<file path="src/rtl/pdu_io_gen.sv">
// pdu_io_gen - peripheral/debug unit for the pipelined CPU.
//
// Turns the run/step buttons into a one-clock-wide CPU clock-enable, owns
// the memory-mapped IO registers (LED output, switch input with a
// valid/ready handshake and a sticky overflow flag, display register) and
// scans DIGITS hex digits of the display register onto an/seg.
//
// Optional feature: define PDU_DEBUG_VIEW_EN to add the register-file debug
// view (ports m_rf_addr / rf_data). With run stopped, a valid press loads
// m_rf_addr from the switches and the display scans rf_data.
//
// Ports:
//   clk, rst          clock, synchronous active-high reset
//   run, step, valid  board buttons/switches (registered once on entry)
//   in                switch data
//   cpu_en            CPU clock-enable
//   io_addr, io_dout, io_we   CPU IO bus write side
//   io_din            CPU IO bus read data (combinational)
//   out0              LED output register
//   ready, check      handshake status: ready = ~in_valid, check = {ovf, in_valid}
//   an, seg           digit select and hex nibble of the selected digit
//   m_rf_addr, rf_data  debug view (PDU_DEBUG_VIEW_EN only)
module pdu_io_gen #(
  parameter int DATA_W = 32,
  parameter int IN_W   = 5,
  parameter int DIGITS = 8,
  parameter int SCAN_W = 16
) (
  input  logic                      clk,
  input  logic                      rst,
  input  logic                      run,
  input  logic                      step,
  input  logic                      valid,
  input  logic [IN_W-1:0]           in,
  output logic                      cpu_en,
  input  logic [7:0]                io_addr,
  input  logic [DATA_W-1:0]         io_dout,
  input  logic                      io_we,
  output logic [DATA_W-1:0]         io_din,
  output logic [IN_W-1:0]           out0,
  output logic                      ready,
  output logic [1:0]                check,
  output logic [$clog2(DIGITS)-1:0] an,
  output logic [3:0]                seg
`ifdef PDU_DEBUG_VIEW_EN
  ,
  output logic [7:0]                m_rf_addr,
  input  logic [DATA_W-1:0]         rf_data
`endif
);

  localparam int DIG_W = $clog2(DIGITS);

  localparam logic [7:0] ADDR_OUT0   = 8'h00;
  localparam logic [7:0] ADDR_STATUS = 8'h04;
  localparam logic [7:0] ADDR_IN     = 8'h08;
  localparam logic [7:0] ADDR_DISP   = 8'h0C;
  localparam logic [7:0] ADDR_LIVE   = 8'h10;

  logic              run_s, step_s, valid_s;
  logic              step_q, valid_q;
  logic              step_p, valid_p;
  logic              wr, ack, hs_p, iv_ack;
  logic [IN_W-1:0]   in_reg;
  logic              in_valid, ovf;
  logic [DATA_W-1:0] disp, disp_src;
  logic [SCAN_W-1:0] scan_cnt;
  logic [DIG_W-1:0]  dig;

  // ---- stage 0: input sampling and edge detection ----
  always_ff @(posedge clk) begin
    if (rst) begin
      run_s   <= 1'b0;
      step_s  <= 1'b0;
      valid_s <= 1'b0;
      step_q  <= 1'b0;
      valid_q <= 1'b0;
    end else begin
      run_s   <= run;
      step_s  <= step;
      valid_s <= valid;
      step_q  <= step_s;
      valid_q <= valid_s;
    end
  end

  assign step_p  = step_s & ~step_q;
  assign valid_p = valid_s & ~valid_q;

  // ---- stage 1: CPU enable, IO registers, handshake ----
  always_ff @(posedge clk) begin
    if (rst) cpu_en <= 1'b0;
    else     cpu_en <= run_s | step_p;
  end

  // Bus writes are only honoured in cycles where the CPU actually advances.
  assign wr  = io_we & cpu_en;
  assign ack = wr && (io_addr == ADDR_IN);

`ifdef PDU_DEBUG_VIEW_EN
  // With the CPU stopped the valid button selects the register to view
  // and leaves the input handshake alone.
  assign hs_p = valid_p & run_s;

  always_ff @(posedge clk) begin
    if (rst)                   m_rf_addr <= '0;
    else if (valid_p && !run_s) m_rf_addr <= 8'(in);
  end

  assign disp_src = run_s ? disp : rf_data;
`else
  assign hs_p     = valid_p;
  assign disp_src = disp;
`endif

  // The acknowledge is applied before a coincident new input is judged,
  // so ack + valid in one cycle accepts the new data instead of overflowing.
  assign iv_ack = in_valid & ~ack;

  always_ff @(posedge clk) begin
    if (rst) begin
      out0     <= '0;
      disp     <= '0;
      in_reg   <= '0;
      in_valid <= 1'b0;
      ovf      <= 1'b0;
    end else begin
      if (wr && io_addr == ADDR_OUT0) out0 <= io_dout[IN_W-1:0];
      if (wr && io_addr == ADDR_DISP) disp <= io_dout;
      if (hs_p && !iv_ack) begin
        in_reg   <= in;
        in_valid <= 1'b1;
      end else begin
        in_valid <= iv_ack;
        if (hs_p) ovf <= 1'b1;
      end
    end
  end

  assign ready = ~in_valid;
  assign check = {ovf, in_valid};

  always_comb begin
    io_din = '0;
    case (io_addr)
      ADDR_STATUS: io_din[1:0]      = {ovf, in_valid};
      ADDR_IN:     io_din[IN_W-1:0] = in_reg;
      ADDR_DISP:   io_din           = disp;
      ADDR_LIVE:   io_din[IN_W-1:0] = in;
      default:     io_din           = '0;
    endcase
  end

  // ---- stage 2: display scan ----
  always_ff @(posedge clk) begin
    if (rst) begin
      scan_cnt <= '0;
      dig      <= '0;
    end else begin
      scan_cnt <= scan_cnt + SCAN_W'(1);
      if (&scan_cnt) begin
        if (dig == DIG_W'(DIGITS - 1)) dig <= '0;
        else                           dig <= dig + DIG_W'(1);
      end
    end
  end

  assign an = dig;

  always_comb begin
    seg = '0;
    for (int i = 0; i < DIGITS; i++) begin
      if (dig == DIG_W'(i)) seg = disp_src[4*i +: 4];
    end
  end

endmodule

</file>
<file path="config.mk">
export PLATFORM = sky130hd
export DESIGN_NAME = pdu_io_gen
export DESIGN_NICKNAME = d
export VERILOG_FILES = /design/src/rtl/pdu_io_gen.sv
export SDC_FILE = /design/constraint.sdc
export NUM_CORES = 1
export LEC_CHECK = 0
export CORE_AREA = 2 2 103 105
export DETAILED_ROUTE_END_ITERATION = 6
export DIE_AREA = 0 0 105 107
export PLACE_DENSITY = 0.58
export SETUP_SLACK_MARGIN = 0.5
export SLEW_MARGIN = 20
export SYNTH_ARGS = -nofsm -noshare
export SYNTH_HDL_FRONTEND = slang
export SYNTH_SLANG_ARGS = --single-unit
export TNS_END_PERCENT = 10
</file>
<file path="constraint.sdc">
create_clock -name clk -period 2.95 [get_ports clk]
set_clock_uncertainty 0.15 [all_clocks]
set_input_delay 0.295 -clock clk [delete_from_list [all_inputs] [get_ports clk]]
set_output_delay 0.295 -clock clk [all_outputs]
set_load 0.01 [all_outputs]
</file>
# Yosys cells after proc, flatten, opt, wreduce, memory -nomap -nowiden

Index checks and enable logic that the tools add are counted.

Word-level logic and storage cells: 58
Flip-flop bits (word level): 69

Reductions and logical operators: 9
Add/subtract/negate cells: 2
Muxes and demuxes: 13
Equal/unequal tests: 11
Bitwise logic cells: 10

Operator list:

| kind                                                 | number |
|---|---|
| 2-to-1 mux 4 bit                                     | 8 |
| 2-to-1 mux 27 bit                                    | 1 |
| adder 16 x 1 -> 16 bit (second input constant)       | 1 |
| equality test 8 x 4 -> 1 bit (second input constant) | 2 |
| AND reduction 16 bit                                 | 1 |
| equality test 3 bit (second input constant)          | 4 |
| case mux 3 bit (3 select lines)                      | 1 |
| equality test 8 x 3 -> 1 bit (second input constant) | 1 |
| equality test 8 x 5 -> 1 bit (second input constant) | 1 |
| logical NOT 8 bit                                    | 1 |
| case mux 2 bit (4 select lines)                      | 1 |
| equality test 3 x 2 -> 1 bit (second input constant) | 2 |
| NOT 1 bit                                            | 5 |
| AND 1 bit                                            | 4 |
| logical AND 1 bit                                    | 4 |
| adder 3 x 1 -> 3 bit (second input constant)         | 1 |
| equality test 3 x 1 -> 1 bit (second input constant) | 1 |
| logical NOT 3 bit                                    | 1 |
| 2-to-1 mux 3 bit                                     | 1 |
| AND reduction 2 bit                                  | 1 |
| logical NOT 1 bit                                    | 1 |
| 2-to-1 mux 1 bit                                     | 1 |
| bitwise OR 1 bit                                     | 1 |

# Logic depth before layout (Yosys ltp)

Gate-level depths: netlist of run 1.

Word-level depth: 9
Depth in mapped cells: 7
Depth with buffers taken out: 6

# Worst setup path after synthesis of run 1

OpenSTA, ideal clock, no wires.

Kind: reg2out
From: register dig[0] (netlist: an[0])
To: output seg[0]
Required time: 2.505 ns
Slack: 0.850 ns
Cell stages (with the launch flop): 7
Data arrival time: 1.655 ns
Cells stage by stage: dfxtp_1 -> ha_1 -> ha_1 -> or2_2 -> a221oi_1 -> o22ai_1 -> a21oi_1

Cells in the longest elaborated chain, start to end: 9

Ends and longest elaborated chain:

| item                           | line | RTL |
|---|---|---|
| start, declared                | 68   | `logic [DIG_W-1:0] dig;` |
| start signal, assigned         | 163  | `else dig <= dig + DIG_W'(1);` |
| logical NOT 3 bit              | 173  | `if (dig == DIG_W'(i)) seg = disp_src[4*i +: 4];` |
| 2-to-1 mux 4 bit (7 in series) | 173  |  |
| 2-to-1 mux 4 bit (*)           | 173  |  |
| end, declared                  | 44   | `output logic [3:0] seg` |

Every way passes the cells marked *; elsewhere a longest branch is shown, timed or not.

# Final worst setup path of run 1

From: input io_addr[7]
To: output io_din[29]

Cells in the longest elaborated chain, start to end: 2

Ends and longest elaborated chain:

| item                         | line | RTL |
|---|---|---|
| start, declared              | 36   | `input logic [7:0] io_addr,` |
| equality test 8 x 4 -> 1 bit | 145  | `case (io_addr)` |
| 2-to-1 mux 27 bit            | 145  |  |
| end, declared                | 39   | `output logic [DATA_W-1:0] io_din,` |

Every way passes these cells.

==> run_results.csv, run 1 <==
group,metric,value,unit
status,outcome,"complete, no violations",
drt,avgRoutedWirePerCell,13.57,um
drt,antenna_left,0,
timing,finalCritPeriodShare,0.8894,
synth,synth-async-reset-ratio,0,
timing,tns,0,ns
worst_hold_path,hp-class,"flip-flop to flip-flop",
global_route,grt_max_degree,50,
clock_network,clock-sinks,69,
critical_path,cp.buffers_inverters,3,
synth,yosysWarningCount,0,
synth,synthAdderAreaFrac,0.02543,
placement,gp_congestion,0.8669,
drt,drt_iter0_markers,83,
power,peakVddDrop,0.2270,mV
timing,grt_setup_unrepaired,"true",
finish,antenna_cells,0,
finish,final_nets,549,
critical_path,critPathSlowestCell,"clkdlybuf4s50_1",
power,total_power,0.001872,W
clock_network,numCtsBuffers,9,
floorplanning,initial_core_util,0.3413,
clock_network,tritoncts,"done",
clock_network,cts-root-buf,"clkbuf_8",
synth,yosys-top-cells-area,"dfxtp_1, mux2i_1, nor2_1, and2_1, nand2b_1",
floorplanning,io_pins,99,
global_route,grt_pass1_wl,14010,um
drt,drtPass1Iterations,4,
timing,hold_viol_final,0,
drt,wl_met3,444,um
synth,syn_area,3445,sq um
global_route,antenna_found_initial,0,
critical_path,crit_type,"input port to output port",
critical_path,max_stage_delay,0.54,ns
finish,stdcell_count,632,
critical_path,crit_required,2.51,ns
drt,num_vias,2981,
floorplanning,coreArea,10090,sq um
floorplanning,num_rows,37,
synth,syn_avg_cell_area,8.743,sq um
synth,ys_seq_area_frac,0.4010,
floorplanning,dieArea,11240,sq um
synth,synthTopCellsByCount,"dfxtp_1, nor2_1, mux2i_1",
floorplanning,die_w,105,um
synth,synth_compound_area_frac,0.07628,
finish,drive_gt1_frac,0.1129,
finish,synthToLayoutAreaGrowth,40.57,%
power,leakagePower,1.729,nW
clock_network,cts_hold_buf,0,
critical_path,startpoint,"io_addr[7]",
placement,placed_area,4549,sq um
floorplanning,die_h,107,um
synth,yosysTopAreaCellShare,0.4010,
critical_path,critical_path.top_delay_family,"buffers and inverters",
global_route,grtUsageTotal,0.1557,
critical_path,end_kind,"output port",
power,cellPowerDensity,386.6,nW/um^2
critical_path,r2r_end,"an[0]",
drt,wl_met2,3775,um
clock_network,clock_latency,0.34,ns
timing,finalSetupViolCount,0,
synth,synthSimpleGateAreaFrac,0.2670,
critical_path,cp.depth,7,
drt,via_per_inst,4.717,
drt,wl_met1,4114,um
synth,synth-edff-count,0,
synth,muxShareOfSynthArea,0.1493,
critical_path,cp-start-kind,"input port",
synth,synth-main-ff-cell,"dfxtp_1",
timing,max_clock_freq,381.1,MHz
clock_network,htreeDepth,3,
critical_path,crit_fanout,19,
placement,dp.cells,614,
synth,synthCells,394,
placement,portBuffers,98,
synth,ys_seq_elements,69,
synth,synth_top_family_by_area,"simple AND/OR/NAND/NOR gates",
synth,yosysMostFrequentCell,"dfxtp_1",
drt,drc_errors,0,
timing,period_needed,2.624,ns
clock_network,clk_path_buf_depth,2,
critical_path,cp_common_cell,"clkdlybuf4s50_1",
clock_network,clk_pin_slew_worst_paths,0.08,ns
synth,yosys.area.top_type,"dfxtp_1",
timing,worst_pin_slew,0.8388,ns
critical_path,crit_end,"io_din[29]",
placement,post-dp-hpwl,6416,um
finish,reg_top3,"disp (32), scan_cnt (16)",
critical_path,rr_worst_depth,5,
critical_path,rrSetupSlack,1.01,ns
critical_path,crit_arrival,2.18,ns
finish,largest_reg_flops,32,
synth,syn-num-nets,452,
synth,synth_cell_types,43,
finish,design_area,4842,sq um
drt,drt_wl_total,8578,um
finish,top_register,"disp",
flow_run,cap_violations,0,
drt,highest_layer,"met4",
timing,hold-worst-slack,0.2952,ns
global_route,grt_pass1_vias,2900,
timing,slew_violations,0,
critical_path,critical_path.cell_chain,"clkdlybuf4s50_1 -> nor4b_4 -> nand2_1 -> nor2_2 -> buf_12 -> and2_1 -> clkdlybuf4s50_1",
global_route,overflow,0,
timing,slew_headroom,0.4408,
critical_path,timing.rr.start,"scan_cnt[0]",
synth,synthXorXnorAreaFrac,0.02797,
[metal layers]
layer	track usage	up-vias
met2	0.2426	78
met3	0.03040	20
met1	0.2036	1357
met5	0	-
li1	-	1526
met4	0.08286	0
[tightest hold or removal path: stages (launching register included)]
cell,delay [ns]
dfxtp_1,0.31
a21oi_1,0.04
nor2_1,0.06
[cell families after synthesis]
logic type | count (synthesis)
AND/OR/NAND/NOR | 174
flip-flops | 69
multiplexers | 51
AO/OA/AOI/OAI | 43
buffers and inverters | 39
XOR/XNOR | 11
adder cells (fa/ha/maj) | 7
[where the power goes]
group,internal [W],leakage (nW),switching (W)
clock network,0.000412,0.106,0.000364
registers,0.000943,0.560,0.00000827
logic,0.0000886,1.06,0.0000561
[layout by cell type, fill, tap and decap left out, types with 4 or more instances in the layout]
| cell | count |
|---|---|
| o22ai_1 | 6 |
| dfxtp_1 | 66 |
| nand2_1 | 18 |
| nand3_1 | 5 |
| nand3b_1 | 4 |
| a221oi_2 | 4 |
| and3_1 | 5 |
| xnor2_1 | 6 |
| buf_4 | 9 |
| o21ai_0 | 4 |
| clkbuf_8 | 10 |
| inv_1 | 14 |
| nor3_1 | 10 |
| and2_1 | 20 |
| nand2b_1 | 19 |
| nand4_1 | 5 |
| xor2_1 | 5 |
| nor2b_1 | 9 |
| a21oi_1 | 20 |
| clkdlybuf4s50_1 | 88 |
| o31ai_1 | 5 |
| nor2_1 | 65 |
| mux2i_1 | 48 |
[timing repair]
item | 4_1_cts | 5_1_grt
endpoints found under the setup margin | 36 | 35
buffers inserted | 0 | 2
pin swaps | 2 | 1
gates resized for setup | 33 | 3
[stage by stage]
stage	setup WS [ns]	util
finish	0.3263	0.4798
global route	0.2520	0.4798
CTS	0.3344	0.4773
detailed placement	0.1508	0.4508
global placement	0.1892	0.4508
floorplan	0.8496	-
[worst min-delay path by stage]
| stage | startpoint | to | slack (ns) | depth (start not counted) |
|---|---|---|---|---|
| after floorplan | run_s | cpu_en | 0.26 | 2 |
| after global placement | run_s | cpu_en | 0.27 | 2 |
| after detailed placement | run_s | cpu_en | 0.28 | 2 |
| after CTS | run_s | cpu_en | 0.30 | 2 |
| after global routing | run_s | cpu_en | 0.34 | 2 |
| final | run_s | cpu_en | 0.30 | 2 |
[area by class of cell]
cell class              count  area [sq um]
fillers                  1008          5250
multi-input cells         286          1959
flip-flops and latches     69          1385
repair buffers            109          1067
well taps                 136         170.2
clock buffers              10         137.6
clock inverters             6         62.56
inverters                  16         60.06
No activity file was read; power rests on OpenSTA's default activity.
==> inputs of run 2 (changes only) <==
--- a/config.mk
+++ b/config.mk
@@ -8,7 +8,7 @@
 export CORE_AREA = 2 2 103 105
 export DETAILED_ROUTE_END_ITERATION = 6
 export DIE_AREA = 0 0 105 107
-export PLACE_DENSITY = 0.58
+export PLACE_DENSITY = 0.6
 export SETUP_SLACK_MARGIN = 0.5
 export SLEW_MARGIN = 20
 export SYNTH_ARGS = -nofsm -noshare
==> constraint.sdc (replaced) <==
create_clock -name clk -period 2.14 [get_ports clk]
set_clock_uncertainty 0.15 [all_clocks]
set_input_delay 0.214 -clock clk [delete_from_list [all_inputs] [get_ports clk]]
set_output_delay 0.214 -clock clk [all_outputs]
set_load 0.01 [all_outputs]
==> run 2 against run 1 <==
  * Via count rose by 6.1%
  * Sequential power rose by 38%
  * Worst setup slack got worse by 0.50 ns
  * First-iteration DRC count fell by 11%
  * Critical path depth did not move
  * Die area did not move
  * Sequential share of layout area fell by 2.8 points
  * The flow now finishes with violations (negative setup slack)
  * Core utilization rose by 6.6 points
  * Largest power group unchanged
  * Design area rose by 14%
  * Register-to-register slack got worse by 0.59 ns
  * Flip-flop and latch count did not move
  * Clock-buffer cell count rose by 2
==> run_results.csv, run 2 (same netlist as run 1, synthesis figures left out) <==
group,metric,value,unit
status,outcome,"finished with violations",
status,violations,"negative setup slack",
finish,mostFrequentLayoutCell,"nor2_1",
placement,placed_area,4823,sq um
clock_network,tritoncts,"done",
clock_network,htreeDepth,3,
critical_path,crit_fanout,4,
floorplanning,initial_core_util,0.3413,
finish,drive_gt1_frac,0.3642,
clock_network,clk_path_buf_depth,2,
critical_path,cp-start-kind,"flip-flop",
finish,layout_common_cells,"nor2_1, dfxtp_1, mux2i_1",
global_route,grtUsageTotal,0.1730,
timing,setup_ws,-0.1716,ns
floorplanning,num_rows,37,
finish,largest_reg_flops,32,
power,cellPowerDensity,467.9,nW/um^2
critical_path,crit_type,"flip-flop to output port",
finish,top_register,"disp",
clock_network,numCtsBuffers,9,
timing,tns,-0.6376,ns
timing,grt_setup_unrepaired,"true",
finish,synthToLayoutAreaGrowth,59.90,%
drt,drtPass1Iterations,4,
placement,dp_slack,-0.4099,ns
critical_path,end_kind,"output port",
power,leakagePower,2.192,nW
timing,max_clock_freq,432.6,MHz
drt,avgRoutedWirePerCell,14.36,um
clock_network,clock-sinks,69,
global_route,grt_pass1_vias,3197,
clock_network,clk_pin_slew_worst_paths,0.07,ns
drt,drt_wl_total,9567,um
floorplanning,die_w,105,um
finish,antenna_cells,0,
floorplanning,coreArea,10090,sq um
drt,via_per_inst,4.748,
floorplanning,die_h,107,um
global_route,grt_max_degree,36,
finish,final_nets,583,
clock_network,cts-root-buf,"clkbuf_8",
timing,period_needed,2.312,ns
drt,drt_iter0_markers,74,
global_route,antenna_found_initial,0,
drt,antenna_left,0,
clock_network,clock_latency,0.34,ns
worst_hold_path,hp-class,"input port to flip-flop",
timing,worst_pin_slew,0.5951,ns
critical_path,crit_required,1.78,ns
timing,finalSetupViolCount,4,
flow_run,cap_violations,0,
timing,slew_violations,0,
finish,design_area,5508,sq um
power,peakVddDrop,0.3566,mV
clock_network,cts_hold_buf,0,
floorplanning,io_pins,99,
finish,reg_top3,"disp (32), scan_cnt (16)",
timing,slew_headroom,0.6032,
critical_path,crit_arrival,1.95,ns
floorplanning,dieArea,11240,sq um
global_route,overflow,0,
drt,drc_errors,0,
placement,portBuffers,98,
placement,post-dp-hpwl,6755,um
timing,hold_viol_final,0,
timing,finalCritPeriodShare,1.080,
global_route,grt_pass1_wl,15600,um
placement,gp_congestion,0.7885,
timing,hold-worst-slack,0.05577,ns
finish,fill_cells,956,
drt,num_vias,3162,
finish,final_core_util,0.5457,
[run 2: cell count changes in the layout (fill, tap and decap cells not counted), moves of 7 or more]
cell,previous run,this run
dfxtp_4,0,7
buf_4,9,29
and2_1,20,1
clkdlybuf4s50_1,88,43
dfxtp_1,66,53
nor3_1,10,3
and2_4,0,19
buf_2,3,22
buf_6,1,27
[run 2: worst paths after layout]
| path | from | endpoint | slack, ns | cells after the start |
|---|---|---|---|---|
| min reg2reg | run_s | cpu_en | 0.30 | 2 |
| max reg2reg | an[0] | an[0] | 0.42 | 5 |
| max | an[1] | seg[3] | -0.17 | 7 |
| min | in[0] | in_reg[0] | 0.06 | 3 |
[run 2: worst max-delay path, stage by stage, from the launching register on]
cell and delay, ns:
dfxtp_4 0.37, ha_4 0.17, ha_4 0.15, or2_4 0.28, a221oi_4 0.22, o22ai_1 0.14, a21oi_2 0.13, buf_2 0.14
[run 2: per-stage QoR]
| stage | power, W | cells |
|---|---|---|
| detailed placement | 0.001552 | 637 |
| global route | 0.002704 | 666 |
| floorplan | 0.001410 | 394 |
| finish | 0.002577 | 666 |
| global placement | 0.001550 | 637 |
| CTS | 0.002616 | 664 |
[run 2: cell type report]
| cell class | instances | area [sq um] | area share |
|---|---|---|---|
| inverters | 16 | 60.06 | 0.01090 |
| clock inverters | 4 | 47.55 | 0.008632 |
| well taps | 136 | 170.2 | 0.03090 |
| clock buffers | 12 | 145.1 | 0.02635 |
| multi-input cells | 286 | 2266 | 0.4114 |
| repair buffers | 143 | 1400 | 0.2542 |
| flip-flops and latches | 69 | 1419 | 0.2576 |
[run 2: report_power, final]
part / total (W) / switching (W) / internal [W]
logic: 0.000221 / 0.0000867 / 0.000135
clock network: 0.00105 / 0.000480 / 0.000567
registers: 0.00131 / 0.0000130 / 0.00130
[run 2: routing by layer]
metal	wire length, um	part of all wire	vias up	global-route usage
li1	-	-	1602	-
met1	4126	0.43	1472	0.2031
met2	4878	0.51	76	0.3117
met3	455	0.048	12	0.04863
met4	107	0.011	0	0.04095
met5	0	0	-	0
[run 2: repair_timing]
| item | 4_1_cts | 5_1_grt |
|---|---|---|
| endpoints found under the setup margin | 87 | 67 |
| cloned | 2 | 1 |
| endpoints found under the hold margin | 0 | 0 |
| gates resized for setup | 275 | 36 |
| pin swaps | 27 | 29 |
| setup buffers | 9 | 1 |
